File: config.mk
export PLATFORM = sky130hd
export DESIGN_NAME = yuv422_scanout
export DESIGN_NICKNAME = d
export VERILOG_FILES = /design/src/rtl/yuv422_scanout.sv
export SDC_FILE = /design/constraint.sdc
export NUM_CORES = 1
export LEC_CHECK = 0
export CELL_PAD_IN_SITES_DETAIL_PLACEMENT = 1
export CELL_PAD_IN_SITES_GLOBAL_PLACEMENT = 1
export CORE_MARGIN = 2
export CORE_UTILIZATION = 35
export DETAILED_ROUTE_END_ITERATION = 10
export DONT_BUFFER_PORTS = 1
export GPL_ROUTABILITY_DRIVEN = 1
export GPL_TIMING_DRIVEN = 0
export PLACE_DENSITY_LB_ADDON = 0.1
export SLEW_MARGIN = 20
export SYNTH_ARGS = -nofsm -noshare
export SYNTH_HDL_FRONTEND = slang
export SYNTH_SLANG_ARGS = --single-unit
File: constraint.sdc
create_clock -name clk_i -period 3.5 [get_ports clk_i]
set_input_delay 0.7 -clock clk_i [delete_from_list [all_inputs] [get_ports clk_i]]
set_output_delay 0.7 -clock clk_i [all_outputs]
set_load 0.02 [all_outputs]
File: src/rtl/yuv422_scanout.sv
// YUV 4:2:2 scan-out: raster timing, frame-buffer address generation and
// re-alignment of returned pixel data with the delayed sync/enable flags.
module yuv422_scanout #(
  parameter int   H_ACTIVE = 1280,
  parameter int   H_FP     = 110,
  parameter int   H_SYNC   = 40,
  parameter int   H_BP     = 220,
  parameter int   V_ACTIVE = 720,
  parameter int   V_FP     = 5,
  parameter int   V_SYNC   = 5,
  parameter int   V_BP     = 20,
  parameter logic HS_POL   = 1'b1,
  parameter logic VS_POL   = 1'b1,
  parameter int   RD_LAT   = 1,
  localparam int  ADR_BITS = $clog2(H_ACTIVE * V_ACTIVE)
) (
  input  logic                clk_i,
  input  logic                rst_i,
  input  logic                en_i,
  output logic [ADR_BITS-1:0] rd_addr_o,
  input  logic [15:0]         rd_d_i,
  output logic [15:0]         pix_o,
  output logic                de_o,
  output logic                hsync_o,
  output logic                vsync_o,
  output logic                frame_start_o
);

  localparam int H_TOTAL = H_ACTIVE + H_FP + H_SYNC + H_BP;
  localparam int V_TOTAL = V_ACTIVE + V_FP + V_SYNC + V_BP;
  localparam int HW      = $clog2(H_TOTAL);
  localparam int VW      = $clog2(V_TOTAL);

  localparam logic [HW-1:0]       H_LAST   = HW'(H_TOTAL - 1);
  localparam logic [HW-1:0]       H_ACT    = HW'(H_ACTIVE);
  localparam logic [HW-1:0]       HS_START = HW'(H_ACTIVE + H_FP);
  localparam logic [HW-1:0]       HS_END   = HW'(H_ACTIVE + H_FP + H_SYNC);
  localparam logic [VW-1:0]       V_LAST   = VW'(V_TOTAL - 1);
  localparam logic [VW-1:0]       V_ACT    = VW'(V_ACTIVE);
  localparam logic [VW-1:0]       VS_START = VW'(V_ACTIVE + V_FP);
  localparam logic [VW-1:0]       VS_END   = VW'(V_ACTIVE + V_FP + V_SYNC);
  localparam logic [ADR_BITS-1:0] ADR_LAST = ADR_BITS'(H_ACTIVE * V_ACTIVE - 1);
  localparam logic [15:0]         BLANK_PIX = 16'h8010;

  // Flag bit positions inside each pipeline stage
  localparam int F_ACT = 0;
  localparam int F_HS  = 1;
  localparam int F_VS  = 2;
  localparam int F_FS  = 3;

  logic [HW-1:0]       hcnt_r, hcnt_nx_s;
  logic [VW-1:0]       vcnt_r, vcnt_nx_s;
  logic [ADR_BITS-1:0] addr_r, addr_nx_s;
  logic                act_s;
  logic [3:0]          flag_s;
  logic [RD_LAT-1:0][3:0] pipe_r;
  logic [3:0]          last_s;

  logic [15:0] pix_r;
  logic        de_r;
  logic        hs_r;
  logic        vs_r;
  logic        fs_r;

  // Raster flags for the current counter state; a disabled scan feeds idle flags
  always_comb begin
    act_s  = (hcnt_r < H_ACT) && (vcnt_r < V_ACT);
    flag_s = 4'b0000;
    if (en_i) begin
      flag_s[F_ACT] = act_s;
      flag_s[F_HS]  = (hcnt_r >= HS_START) && (hcnt_r < HS_END);
      flag_s[F_VS]  = (vcnt_r >= VS_START) && (vcnt_r < VS_END);
      flag_s[F_FS]  = (hcnt_r == '0) && (vcnt_r == '0);
    end else begin
      flag_s = 4'b0000;
    end
  end

  // Next raster position and read address; the address is a running count
  always_comb begin
    hcnt_nx_s = hcnt_r;
    vcnt_nx_s = vcnt_r;
    addr_nx_s = addr_r;
    if (!en_i) begin
      hcnt_nx_s = '0;
      vcnt_nx_s = '0;
      addr_nx_s = '0;
    end else begin
      if (hcnt_r == H_LAST) begin
        hcnt_nx_s = '0;
        if (vcnt_r == V_LAST) begin
          vcnt_nx_s = '0;
        end else begin
          vcnt_nx_s = vcnt_r + VW'(1);
        end
      end else begin
        hcnt_nx_s = hcnt_r + HW'(1);
      end
      if (act_s) begin
        if (addr_r == ADR_LAST) begin
          addr_nx_s = '0;
        end else begin
          addr_nx_s = addr_r + ADR_BITS'(1);
        end
      end else begin
        addr_nx_s = addr_r;
      end
    end
  end

  // Counter and address state registers
  always_ff @(posedge clk_i or posedge rst_i) begin
    if (rst_i) begin
      hcnt_r <= '0;
      vcnt_r <= '0;
      addr_r <= '0;
    end else begin
      hcnt_r <= hcnt_nx_s;
      vcnt_r <= vcnt_nx_s;
      addr_r <= addr_nx_s;
    end
  end

  // Flag delay line matching the frame-buffer read latency
  always_ff @(posedge clk_i or posedge rst_i) begin
    if (rst_i) begin
      pipe_r <= '0;
    end else begin
      pipe_r[0] <= flag_s;
      for (int i = 1; i < RD_LAT; i++) begin
        pipe_r[i] <= pipe_r[i-1];
      end
    end
  end

  assign last_s = pipe_r[RD_LAT-1];

  // Output stage: read data lands here in step with its delayed flags
  always_ff @(posedge clk_i or posedge rst_i) begin
    if (rst_i) begin
      pix_r <= BLANK_PIX;
      de_r  <= 1'b0;
      hs_r  <= ~HS_POL;
      vs_r  <= ~VS_POL;
      fs_r  <= 1'b0;
    end else begin
      pix_r <= last_s[F_ACT] ? rd_d_i : BLANK_PIX;
      de_r  <= last_s[F_ACT];
      hs_r  <= last_s[F_HS] ? HS_POL : ~HS_POL;
      vs_r  <= last_s[F_VS] ? VS_POL : ~VS_POL;
      fs_r  <= last_s[F_FS];
    end
  end

  assign rd_addr_o     = addr_r;
  assign pix_o         = pix_r;
  assign de_o          = de_r;
  assign hsync_o       = hs_r;
  assign vsync_o       = vs_r;
  assign frame_start_o = fs_r;

endmodule
==> results.md, run 1 <==
* Layout cell share with drive strength beyond 1 at 0.0819
* Largest net degree at the start of global routing at 47
* Resize count post-CTS at 0
* Clock sink count at 65
* Final wirelength at 8.95 mm
* Largest cells by area after synthesis: dfrtp_1 (48%), nand2_1 (3.8%), nand3_1 (3.2%), and2_1 (3.1%), ha_1 (3.1%)
* Die ar. at 10200 um2
* Filler instances at 1050
* Core area at 9150 um2
* Vias per cell at 5.70
* Syn_nets at 364
* Final core occ at 0.399
* Hold buffer count at CTS at 0
* IO Port Bufs at 0
* Via count at 2651
* Post-CTS setup buffers at 0
* Worst r2r src: rd_addr_o[0]
* Max Cap Violations at 0
* Final setup vio count at 0
* RSZ-0062 raised after global routing: false
* Fin. Hold Viols at 0
* Die height at 101 um
* Routed WL per cell at 19.2 um
* Synth Register Bits at 65
* CP max FO at 10
* Synth async-reset ratio at 1.00
* WP data required at 3.79 ns
* Clock Path Buffers at 2
* Initial Util at 0.358
* Initial antenna violation count at 0
* Clk_lat worst skew at 0.37 ns
* Via count of the first global-routing pass at 2802
* Drt first pass iters at 4
* Mean Syn Cell Area at 9.72 um2
* Pleak at 1.46 nW
* EDFF count, synth at 0
* Most frequent cell after synthesis: dfrtp_1
* Total power at 1.57 mW
* Power per cell area at 430 nW/um2
* Area delta synth->final at 11.5%
* Synth Cell Area at 3280 um2
* Mapped Cells at 337
* Finished Cell Area at 3650 um2
* Final worst path period share at 0.738
* Setup TNS at 0 ns
* Htree depth at 3
* Slew Limit Fails at 0
* CP Class: reg -> reg
* Tot GR Track Use at 0.191
* Reg-to-reg critical path endpoint: rd_addr_o[12]
* Num CTS Buffers at 9
* Min Tclk post-route at 2.58 ns
* Sequential area share after synthesis at 0.497
* CTS root buffer: clkbuf_8
* Clk_skew at 0.0131 ns
* Crit end category: flop
* Rows at 35
* Max frequency at 387 MHz
* Area after DPL at 3450 um2
* Status: finished clean
* Die width at 101 um
* Drt drc at 0
* Unique masters post-synth at 46
* Hpwl dp at 6.24 mm
* Top cell type's share of synthesized area at 0.481
* Post-route ant nets at 0
* GRT overflow at 0
* 1st-iter DRT viols at 85
* Routability cong. at 0.771
* Ant. Diodes at 0
* Nets at 376
* Area leader, netlist: dfrtp_1
* Worst-margin pin slew at 0.920 ns
* Synth cell count leaders: dfrtp_1 (63), nand2_1 (33), nand3_1 (21)
* First-pass GRT wire length at 15.0 mm
* R2R setup slack at 0.92 ns
* Slew HR at 0.386
* Top FF cell, synth: dfrtp_1
* Worst EP arrival at 2.87 ns
* CTS tree: built
* Startpoint Class: flop
* Warnings from Yosys at 0
* R2R cell count at 5
* Maximum vdd drop at 0.000178 V
* Worst-path clk slew at 0.09 ns
* Worst Hold Class: in -> async
* IO Pins at 59
==> worst max-delay path by stage <==
| stage | from | end | slack (ns) | depth (start not counted) |
|---|---|---|---|---|
| finish | rd_addr_o[0] | rd_addr_o[12] | 0.92 | 5 |
| global route | rd_addr_o[0] | rd_addr_o[16] | 0.75 | 5 |
| CTS | rd_addr_o[0] | rd_addr_o[12] | 0.95 | 5 |
| detailed placement | rd_addr_o[0] | rd_addr_o[12] | 0.97 | 5 |
| global placement | rst_i | vcnt_r[4] | 0.37 | 1 |
| floorplan | rst_i | de_o | 1.18 | 1 |
==> registers in the layout (all words and copies together) (netlist names) <==
register,flops
hcnt_r,11
vcnt_r,10
hsync_o,1
last_s,4
vsync_o,1
rd_addr_o,20
frame_start_o,1
pix_o,16
de_o,1
==> through the flow <==
step / hold slack (ns) / setup WS [ns] / cells
after floorplan: 0.331 / 1.18 / 337
after global placement: 0.333 / 0.372 / 448
after detailed placement: 0.339 / 0.971 / 449
after CTS: 0.164 / 0.946 / 465
after global routing: 0.164 / 0.749 / 465
final: 0.159 / 0.916 / 465
==> per-layer routing <==
metal  global-route usage  vias to the layer above  part of all wire
met5                    0                        -                 0
met4               0.0706                        0             0.020
met3               0.0499                       17             0.043
met2                0.309                       48              0.48
met1                0.246                     1332              0.46
li1                     -                     1254                 -
==> cell families after synthesis <==
| family | count (synthesis) | synth area share |
|---|---|---|
| compound gates | 65 | 0.134 |
| xor+xnor | 8 | 0.0214 |
| fa+ha+maj | 8 | 0.0305 |
| buf+inv | 32 | 0.0389 |
| flops | 65 | 0.497 |
| mux | 5 | 0.0153 |
| simple gates | 154 | 0.263 |
==> cell usage in the layout, fill, tap and decap left out, drive strengths merged, types with 4 or more instances in the layout <==
cell / n
a21oi: 15
a31oi: 6
and2: 16
and3: 7
and4: 5
clkbuf: 27
dfrtp: 63
ha: 8
inv: 15
mux2i: 5
nand2: 33
nand2b: 7
nand3: 21
nand4: 8
nor2: 17
nor3: 4
nor4: 5
o211ai: 10
o21ai: 7
o22ai: 4
o31ai: 6
or3: 13
or4: 7
xor2: 5
==> critical path, stage by stage, from the launching register on <==
cell	delay, ns
dfrtp_1	0.54
ha_1	0.27
and3_1	0.28
o2111ai_1	0.49
or4b_2	0.78
a21oi_1	0.16
==> cell type report <==
cell class | instances | area, um2 | share of cell area
Sequential cell | 65 | 1630 | 0.446
Multi-Input combinational cell | 240 | 1520 | 0.416
Tap cell | 111 | 139 | 0.0380
Clock buffer | 9 | 124 | 0.0339
Clock inverter | 7 | 85.1 | 0.0233
Buffer | 20 | 82.6 | 0.0226
Inverter | 12 | 47.5 | 0.0130
Timing Repair Buffer | 1 | 27.5 | 0.00753
==> report_power, final <==
part	internal [mW]	switching (mW)	leakage, nW
Combinational	0.0211	0.0435	0.482
Sequential	0.770	0.0324	0.874
Clock	0.343	0.360	0.106
Total	1.13	0.436	1.46
(Power assumes the default switching activity.)
==> run 2, diff against run 1 <==
Clock period 3.5 ns to 2.45 ns, I/O delays scaled along.
==> run 2 against run 1 <==
Effect of this change: core utilization up 0.46 points; worst setup slack got worse by 0.79 ns; hold slack gained 0.067 ns; non-clock buffer count increased by 1; routed wire length is 0.15% higher; register-to-register slack worse by 0.79 ns; final area grew 1.2%; final cell count grew 0.22%; clock skew rose by 0.0019 ns; critical path type unchanged; largest cell class unchanged; largest power group unchanged.
==> results.md, run 2 (synthesis results as in run 1) <==
* Clock Path Buffers at 2
* Cell-internal power at 1.62 mW
* Initial Util at 0.358
* Via count of the first global-routing pass at 2809
* Slew HR at 0.555
* Final wirelength at 8.96 mm
* Drt first pass iters at 4
* Worst-path clk slew at 0.10 ns
* Routed WL per cell at 19.2 um
* Crit path cell chain: o21ai_0, o211ai_1, clkbuf_2, nor4_1, mux2i_1
* Htree depth at 3
* Area delta synth->final at 12.8%
* CP max FO at 10
* Status: finished clean
* Clk_skew at 0.0150 ns
* GRT overflow at 0
* Maximum vdd drop at 0.000254 V
* Final setup vio count at 0
* Pleak at 1.48 nW
* WP data required at 2.74 ns
* Largest net degree at the start of global routing at 47
* Slew Limit Fails at 0
* Gr busiest metal: met2
* Post-CTS setup buffers at 0
* M3 GR Usage at 0.0513
* CP Class: reg -> reg
* Worst Hold Class: in -> reg
* Clock network fraction of design power at 0.448
* Worst path bufs/invs at 1
* Most frequent cells in the layout: dfrtp_1 (62), nand2_1 (33), nand3_1 (20)
* Global Route met2 Usage at 0.310
* Rows at 35
* Hpwl dp at 6.24 mm
* Startpoint Class: flop
* Drt drc at 0
* Slowest cell on crit path: o21ai_0
* IO Pins at 59
* Layout cell share with drive strength beyond 1 at 0.101
* Via count at 2663
* Die width at 101 um
* Sequential power share at 0.510
* Routability cong. at 0.771
* Total power at 2.25 mW
* Post-route ant nets at 0
* CTS tree: built
* IO Port Bufs at 0
* Nets at 377
* Core area at 9150 um2
* Max Cap Violations at 0
* Min Tclk post-route at 2.32 ns
* Clk_lat worst skew at 0.37 ns
* Delay-heaviest family, CP: compound AO/OA/AOI/OAI gates
* CP peak stage delay at 0.53 ns
* Switching share of power at 0.278
* Met1 GRT Util at 0.245
* Worst EP arrival at 2.61 ns
* Die height at 101 um
* Num CTS Buffers at 9
* Initial antenna violation count at 0
* Final worst path period share at 0.948
* Die ar. at 10200 um2
* 1st-iter DRT viols at 84
* RSZ-0062 raised after global routing: false
* Fin. Hold Viols at 0
* Ant. Diodes at 0
* Final core occ at 0.404
* Filler instances at 1045
* CTS root buffer: clkbuf_8
* Tot GR Track Use at 0.191
* Part of the power in combinational logic at 0.042
* Net Sw Power at 625 uW
* Most common cell after layout, fill and taps aside: dfrtp_1
* Max frequency at 430 MHz
* Vias per cell at 5.71
* First-pass GRT wire length at 15.0 mm
* Power per cell area at 607 nW/um2
* Worst-margin pin slew at 0.667 ns
* Max reg flops at 20
* Crit end category: flop
* Clock sink count at 65
## run 2: cell count changes in the layout (fill, tap and decap cells not counted), sizes merged
cell / previous run / this run
dlygate4sd3: 0 / 1
## run 2: path summary, 6_finish.rpt
| kind | slack [ns] | start | cells after the start | endpoint |
|---|---|---|---|---|
| max in group asynchronous | 1.34 | rst_i | 3 | pix_o[4] |
| max reg2reg | 0.13 | hcnt_r[9] | 5 | rd_addr_o[15] |
| min | 0.23 | rd_d_i[4] | 1 | pix_o[4] |
| min in group asynchronous | 0.56 | rst_i | 2 | pix_o[11] |
| max | 0.13 | hcnt_r[9] | 5 | rd_addr_o[15] |
| min reg2reg | 0.36 | last_s[3] | 0 | frame_start_o |
## run 2: area by class of cell
class                   instances  area, um2  area share
flip-flops and latches         65       1630       0.441
multi-input cells             240       1550       0.419
well taps                     111        139      0.0376
clock buffers                   9        124      0.0335
plain buffers                  20       86.3      0.0234
clock inverters                 7       85.1      0.0230
inverters                      12       47.5      0.0129
repair buffers                  2       37.5      0.0102
## run 2: timing repair
item,CTS,global route
endpoints found under the hold margin,19,0
gates resized for setup,2,9
setup endpoints to repair,3,12
hold buffers,1,0
gates cloned,0,0
## run 2: worst register-to-register path, delay by kind of cell (launching register included)
family / cells / cell delay [ns]
AOI/OAI and AO/OA: 2 / 0.85
buffers and inverters: 1 / 0.28
muxes: 1 / 0.22
and+or+nand+nor: 1 / 0.45
DFF: 1 / 0.46
## run 2: metrics by stage
| step | instance area [um2] | hold slack [ns] | TNS [ns] | worst slack (ns) | instances |
|---|---|---|---|---|---|
| 2_1_floorplan | 3280 | 0.331 | 0 | 0.335 | 337 |
| 5_1_grt | 3700 | 0.224 | 0 | 0.0105 | 466 |
| 3_5_place_dp | 3450 | 0.339 | -0.145 | -0.0790 | 449 |
| 6_report | 3700 | 0.226 | 0 | 0.127 | 466 |
| 4_1_cts | 3680 | 0.221 | 0 | 0.00573 | 466 |
| 3_3_place_gp | 3420 | 0.333 | -29.51 | -0.468 | 448 |
## run 2: metal layers
layer | wire, um | up-vias
li1 | - | 1256
met1 | 4080 | 1324
met2 | 4280 | 62
met3 | 415 | 21
met4 | 187 | 0
met5 | 0 | -
## run 2: power groups by stage
stage	Combinational, mW	Clock, mW	Sequential [mW]
after floorplan	0.0641	0	1.16
after global placement	0.0891	0	1.17
after detailed placement	0.0968	0	1.17
after CTS	0.0993	1.03	1.15
after global routing	0.111	1.07	1.15
final	0.0946	1.01	1.15
